`src/rtl/seq_detect_arbiter.sv`:
```
// rtl/seq_detect_arbiter.sv - two-requester round-robin front end for a shared serial pattern matcher
// Words are shifted MSB-first through a registered matcher; matches are tagged with the owning requester.
module seq_detect_arbiter #(
    parameter int WORD_W = 8,
    parameter int PAT_LEN = 5,
    parameter logic [PAT_LEN-1:0] PATTERN = 5'b10110,
    parameter int CNT_W = 8
) (
    input  logic              clk,
    input  logic              rst,
    input  logic              req0_valid,
    input  logic [WORD_W-1:0] req0_data,
    output logic              req0_ready,
    input  logic              req1_valid,
    input  logic [WORD_W-1:0] req1_data,
    output logic              req1_ready,
    output logic              serial_bit,
    output logic              serial_valid,
    output logic              busy,
    output logic              grant_id,
    output logic              match_pulse,
    output logic              match_id,
    output logic [CNT_W-1:0]  match_cnt0,
    output logic [CNT_W-1:0]  match_cnt1
);
    localparam logic [1:0] S_IDLE  = 2'd0;
    localparam logic [1:0] S_SHIFT = 2'd1;
    localparam logic [1:0] S_FLUSH = 2'd2;

    localparam int BW = $clog2(WORD_W + 1);
    localparam int FW = $clog2(PAT_LEN + 1);
    localparam logic [BW-1:0]    LAST_BIT  = BW'(WORD_W - 1);
    localparam logic [FW-1:0]    FILL_FULL = FW'(PAT_LEN);
    localparam logic [CNT_W-1:0] CNT_MAX   = '1;

    logic [1:0]         state;
    logic [WORD_W-1:0]  shreg;
    logic [BW-1:0]      bit_idx;
    logic [PAT_LEN-1:0] hist;
    logic [FW-1:0]      fill;
    logic               last_grant;

    logic               pick;
    logic               accept;
    logic               sbit;
    logic [PAT_LEN-1:0] hist_next;
    logic [FW-1:0]      fill_next;
    logic               hit;

    // pick: requester that would win if a handshake happens this cycle
    always_comb begin
        pick      = (req0_valid && req1_valid) ? ~last_grant : (req1_valid && !req0_valid);
        accept    = (state == S_IDLE) && (req0_valid || req1_valid) && !rst;
        sbit      = shreg[WORD_W-1];
        hist_next = (hist << 1) | PAT_LEN'(sbit);
        fill_next = (fill == FILL_FULL) ? fill : fill + 1'b1;
        hit       = (state == S_SHIFT) && (fill_next == FILL_FULL) && (hist_next == PATTERN);
    end

    assign req0_ready   = accept && !pick;
    assign req1_ready   = accept && pick;
    assign serial_valid = (state == S_SHIFT);
    assign serial_bit   = serial_valid && sbit;
    assign busy         = (state == S_SHIFT) || (state == S_FLUSH);

    always_ff @(posedge clk) begin
        if (rst) begin
            state       <= S_IDLE;
            shreg       <= '0;
            bit_idx     <= '0;
            hist        <= '0;
            fill        <= '0;
            last_grant  <= 1'b1;
            grant_id    <= 1'b0;
            match_pulse <= 1'b0;
            match_id    <= 1'b0;
            match_cnt0  <= '0;
            match_cnt1  <= '0;
        end else begin
            match_pulse <= hit;
            // Counter bumps on the same edge as the pulse so both are visible together
            if (hit) begin
                match_id <= grant_id;
                if (grant_id) begin
                    if (match_cnt1 != CNT_MAX) match_cnt1 <= match_cnt1 + 1'b1;
                end else begin
                    if (match_cnt0 != CNT_MAX) match_cnt0 <= match_cnt0 + 1'b1;
                end
            end

            case (state)
                S_IDLE: begin
                    if (accept) begin
                        shreg      <= pick ? req1_data : req0_data;
                        grant_id   <= pick;
                        last_grant <= pick;
                        hist       <= '0;
                        fill       <= '0;
                        bit_idx    <= '0;
                        state      <= S_SHIFT;
                    end
                end
                S_SHIFT: begin
                    shreg   <= shreg << 1;
                    hist    <= hist_next;
                    fill    <= fill_next;
                    bit_idx <= bit_idx + 1'b1;
                    if (bit_idx == LAST_BIT) state <= S_FLUSH;
                end
                S_FLUSH: state <= S_IDLE;
                default: state <= S_IDLE;
            endcase
        end
    end
endmodule
```
`config.mk`:
```
export PLATFORM = sky130hd
export DESIGN_NAME = seq_detect_arbiter
export DESIGN_NICKNAME = d
export VERILOG_FILES = /design/src/rtl/seq_detect_arbiter.sv
export SDC_FILE = /design/constraint.sdc
export NUM_CORES = 1
export LEC_CHECK = 0
export ABC_AREA = 1
export CAP_MARGIN = 40
export CELL_PAD_IN_SITES_DETAIL_PLACEMENT = 2
export CELL_PAD_IN_SITES_GLOBAL_PLACEMENT = 2
export CORE_MARGIN = 2
export CORE_UTILIZATION = 30
export DETAILED_ROUTE_END_ITERATION = 8
export GPL_TIMING_DRIVEN = 1
export PLACE_DENSITY_LB_ADDON = 0.1
export SYNTH_ARGS = -nofsm -noshare
export SYNTH_HDL_FRONTEND = slang
export SYNTH_SLANG_ARGS = --single-unit
```
`constraint.sdc`:
```
create_clock -name clk -period 2.9 [get_ports clk]
set_input_delay 0.29 -clock clk [delete_from_list [all_inputs] [get_ports clk]]
set_output_delay 0.29 -clock clk [all_outputs]
set_load 0.02 [all_outputs]
```
==> results.txt <==
----------------------------------------------------
[Global routing]
  GRT overflow ... 0
  Antenna violations before repair ... 0
  Pin count of the biggest net entering global routing ... 25
  Total GRT Usage ... 0.1755
  Via count of the first global-routing pass ... between 2000 and 2500
  Global-route wire length before repair ... around 12000 um

[Synth]
  Mux share of post-synthesis cell area ... 0
  Xor-xnor portion of the synthesized cell area ... 0.02730
  Synth Instances ... 333
  Synthesized area per cell ... 6.744 um2
  Largest cells by area after synthesis ... sky130_fd_sc_hd__dfxtp_1, sky130_fd_sc_hd__nand2_1, sky130_fd_sc_hd__a21oi_1
  Syn nets ... 361
  Sequential area share after synthesis ... 0.3655
  Compound-cell area share of the yosys netlist ... 0.1404
  Synth Cell Area ... approximately 0.0022 mm2
  Combinational family with the most area after synthesis ... simple AND/OR/NAND/NOR gates
  Fraction of synthesized cell area taken by the top area cell type ... 0.3655
  Distinct cells, synth ... 27
  Arithmetic-cell share of the synthesized area counting full adders, half adders and majority gates ... 0.04457
  Register bit count reported by yosys ... 41
  Simple logic cell fraction of the synthesized area ... 0.3220
  Warnings from Yosys ... 0
  Post-synthesis cell type with the largest combined area ... sky130_fd_sc_hd__dfxtp_1

[Placement]
  Buffers on Ports ... 43
  Total placed cells including tap cells ... ~470
  DP Worst Slack ... 0.3425 ns
  Placed Instance Area ... 0.002770 mm2
  GPL Wtd Cong ... 0.7986
  HPWL reported at the end of detailed placement ... approximately 5200 um

[Cells and area]
  Number of diodes ... 0
  Final core area utilization ... 0.3952
  Cell area after layout ... ~0.0029 mm2
  Area Growth Syn to Fin ... 27.63%
  Net count of the finished layout ... 404
  Layout cells sized above 1 ... 0.05305
  Post-route insts no fill ... 476

[Die]
  Top-level port count ... 44
  Starting density of the core ... 0.3096
  Std-Cell Core Area ... 0.007253 mm2
  Placement Rows ... 31
  Die boundary width ... 90.53 um
  Area enclosed by the die boundary ... approximately 0.0082 mm2
  Die Height ... 90.53 um

[Worst setup path]
  Most frequent cell on the critical path ... sky130_fd_sc_hd__clkdlybuf4s50_1
  Beginning of the critical path ... req0_valid
  Type of the worst setup path ... input pin to primary output
  Critical register-to-register path startpoint ... state[0]
  Number of buffers and inverters on the critical path ... 3
  Startpoint kind of the worst setup timing path ... input pin
  List of cells traversed by the critical path ... clkdlybuf4s50_1 -> nand2_1 -> nand2_2 -> clkinv_1 -> nor2_1 -> clkdlybuf4s50_1
  Largest driver fanout on the critical path ... 10
  Family of cells with the greatest summed delay on the critical path ... buffers and inverters
  Data required time of the worst path ... 2.61 ns
  Crit path DAT ... roughly 2.3 ns
  Crit end category ... primary output
  Biggest cell delay along the critical path ... approximately 0.65 ns
  Slowest library cell on the worst path ... sky130_fd_sc_hd__clkdlybuf4s50_1

[Timing]
  Period utilization ... 0.8749
  Unrepaired setup endpoints after global routing ... no
  Maximum achievable frequency ... 394.2 MHz
  Largest clock skew in the final design ... 0.01520 ns
  Final period demand of the worst path ... 2.537 ns
  Actual transition at the worst max-transition pin ... 0.4725 ns
  Final sum of negative setup slack ... 0 ns
  Max-slew violation total from the final report ... 0
  Final hold slack ... 0.4848 ns
  Max_slew headroom ... 0.6839
  Final setup violating endpoints ... 0
  Setup ws final ... 0.3629 ns
  Fin. Hold Viols ... 0

[Power]
  Internal power consumption ... 1.051 mW
  Leak ... ~1.1 nW
  Net load switching power ... 694.9 uW
  Areal power density over the cells ... 609.2 mW/mm2
  Worst vdd rail ir drop ... 269.2 uV
  Clk pwr share ... 0.237
  Part of the total power dissipated in combinational logic ... 0.359
  Total power ... 1.746 mW
  Switching fraction of total power ... 0.3979
  Sequential group share of total power ... 0.404

[Detailed routing]
  Sum of routed wire length over all layers ... 6903 um
  Vias ... ~2400
  Wire length per cell after detailed routing ... between 10 and 15 um
  Number of nets still failing antenna checks after routing ... 0
  First-pass DRT Iterations ... 4
  Residual DRC ... 0
  DRC marker count from the first detailed-route iteration ... 43
  Average vias per placed instance ... 4.941

[Min path]
  Worst hold path startpoint ... last_grant
  HP Class ... flop to flop

[Clock network]
  Number of buffers inserted for hold repair after clock tree synthesis ... 0
  Number of gates given a new drive strength after cts ... 0
  Number of clock buffers inserted by TritonCTS ... 5
  TritonCTS clock tree ... yes
  Clock Root Buffer ... sky130_fd_sc_hd__clkbuf_8
  Clock tree sinks ... 41
  Insertion delay of the later-clocked pin in the worst-skew pair ... around 0.3 ns
  Setup bufs post-CTS ... 0
  Clock-pin transition on the worst setup and hold timing paths ... ~0.080 ns
  Count of H-tree levels built during CTS ... 2
  Buffer depth of the longest clock path ... 2

[Run status]
  Run status ... completed

[Job]
  Max cap viols ... 0

----------------------------------------------------
[cell usage in the layout, fill, tap and decap left out, types with 2 or more instances in the layout]
master                             n
sky130_fd_sc_hd__nor2_1           24
sky130_fd_sc_hd__a211oi_1          2
sky130_fd_sc_hd__nand2_1          98
sky130_fd_sc_hd__inv_1            42
sky130_fd_sc_hd__o21ai_0           8
sky130_fd_sc_hd__xor2_1            7
sky130_fd_sc_hd__o221ai_1          7
sky130_fd_sc_hd__dfxtp_1          41
sky130_fd_sc_hd__o21ai_1           3
sky130_fd_sc_hd__nand3_1          11
sky130_fd_sc_hd__clkinv_1          2
sky130_fd_sc_hd__nor3_1            9
sky130_fd_sc_hd__nand4_1          15
sky130_fd_sc_hd__ha_1              8
sky130_fd_sc_hd__a21oi_1          35
sky130_fd_sc_hd__buf_4             4
sky130_fd_sc_hd__clkbuf_8          6
sky130_fd_sc_hd__nand2_2           3
sky130_fd_sc_hd__clkdlybuf4s50_1  43
[path summary, 6_finish.rpt]
| kind | endpoint | slack [ns] | cells after the start |
|---|---|---|---|
| setup / recovery | req0_ready | 0.36 | 6 |
| hold / removal | last_grant | 0.48 | 2 |
| setup reg to reg | bit_idx[2] | 0.86 | 9 |
| hold reg to reg | last_grant | 0.48 | 2 |
[registers in the layout, indices dropped and copies added (netlist names)]
name,flops
bit_idx,4
grant_id,1
shreg,8
match_cnt0,8
match_cnt1,8
match_id,1
state,2
fill,3
match_pulse,1
last_grant,1
hist,4
[Yosys cell counts]
cell / number
sky130_fd_sc_hd__o21ai_0: 8
sky130_fd_sc_hd__o221ai_1: 7
sky130_fd_sc_hd__nor3_1: 9
sky130_fd_sc_hd__nand2_1: 98
sky130_fd_sc_hd__buf_2: 3
sky130_fd_sc_hd__xor2_1: 7
sky130_fd_sc_hd__clkinv_1: 2
sky130_fd_sc_hd__or2_1: 1
sky130_fd_sc_hd__a21oi_2: 1
sky130_fd_sc_hd__ha_1: 8
sky130_fd_sc_hd__inv_1: 42
sky130_fd_sc_hd__a211oi_1: 2
sky130_fd_sc_hd__o21ai_1: 3
sky130_fd_sc_hd__buf_4: 2
sky130_fd_sc_hd__nand4_1: 15
sky130_fd_sc_hd__buf_6: 1
sky130_fd_sc_hd__clkbuf_1: 5
sky130_fd_sc_hd__dfxtp_1: 41
sky130_fd_sc_hd__nor2_1: 24
sky130_fd_sc_hd__nand3_1: 11
sky130_fd_sc_hd__nor2_2: 1
sky130_fd_sc_hd__nand2_2: 3
sky130_fd_sc_hd__nand4_2: 1
sky130_fd_sc_hd__nor2_4: 1
sky130_fd_sc_hd__a21oi_1: 35
sky130_fd_sc_hd__and3_1: 1
sky130_fd_sc_hd__nand3_2: 1
[power groups by stage]
stage | clock network (mW) | registers [mW] | logic, mW
2_1_floorplan | 0 | 0.697 | 0.433
3_3_place_gp | 0 | 0.714 | 0.613
3_5_place_dp | 0 | 0.719 | 0.632
4_1_cts | 0.430 | 0.707 | 0.640
5_1_grt | 0.453 | 0.716 | 0.716
6_report | 0.414 | 0.706 | 0.626
[worst reg2reg max path: cells and delay by family, from the launching register on]
family                   cells  cell delay [ns]
AO/OA/AOI/OAI                1             0.13
adder cells (fa/ha/maj)      1             0.19
buffers and inverters        3             0.56
flip-flops                   1             0.33
AND/OR/NAND/NOR              4             0.73
[cell families after synthesis]
group           after synthesis
compound gates               56
simple gates                166
xor+xnor                      7
buf+inv                      55
fa+ha+maj                     8
flops                        41
[cell type report]
type / count / area [um2]
fillers: 890 / 4387
multi-input cells: 237 / 1200
flip-flops and latches: 41 / 820.8
repair buffers: 47 / 460.4
inverters: 44 / 165.2
well taps: 99 / 123.9
clock buffers: 6 / 82.58
clock inverters: 2 / 13.76
[metal layers]
metal | GRT usage | vias up | part of all wire
li1 | - | 1170 | -
met1 | 0.2233 | 1147 | 0.47
met2 | 0.3097 | 30 | 0.50
met3 | 0.03255 | 5 | 0.022
met4 | 0.03462 | 0 | 0.0080
met5 | 0 | - | 0
Power figures use the tool's default switching activity.
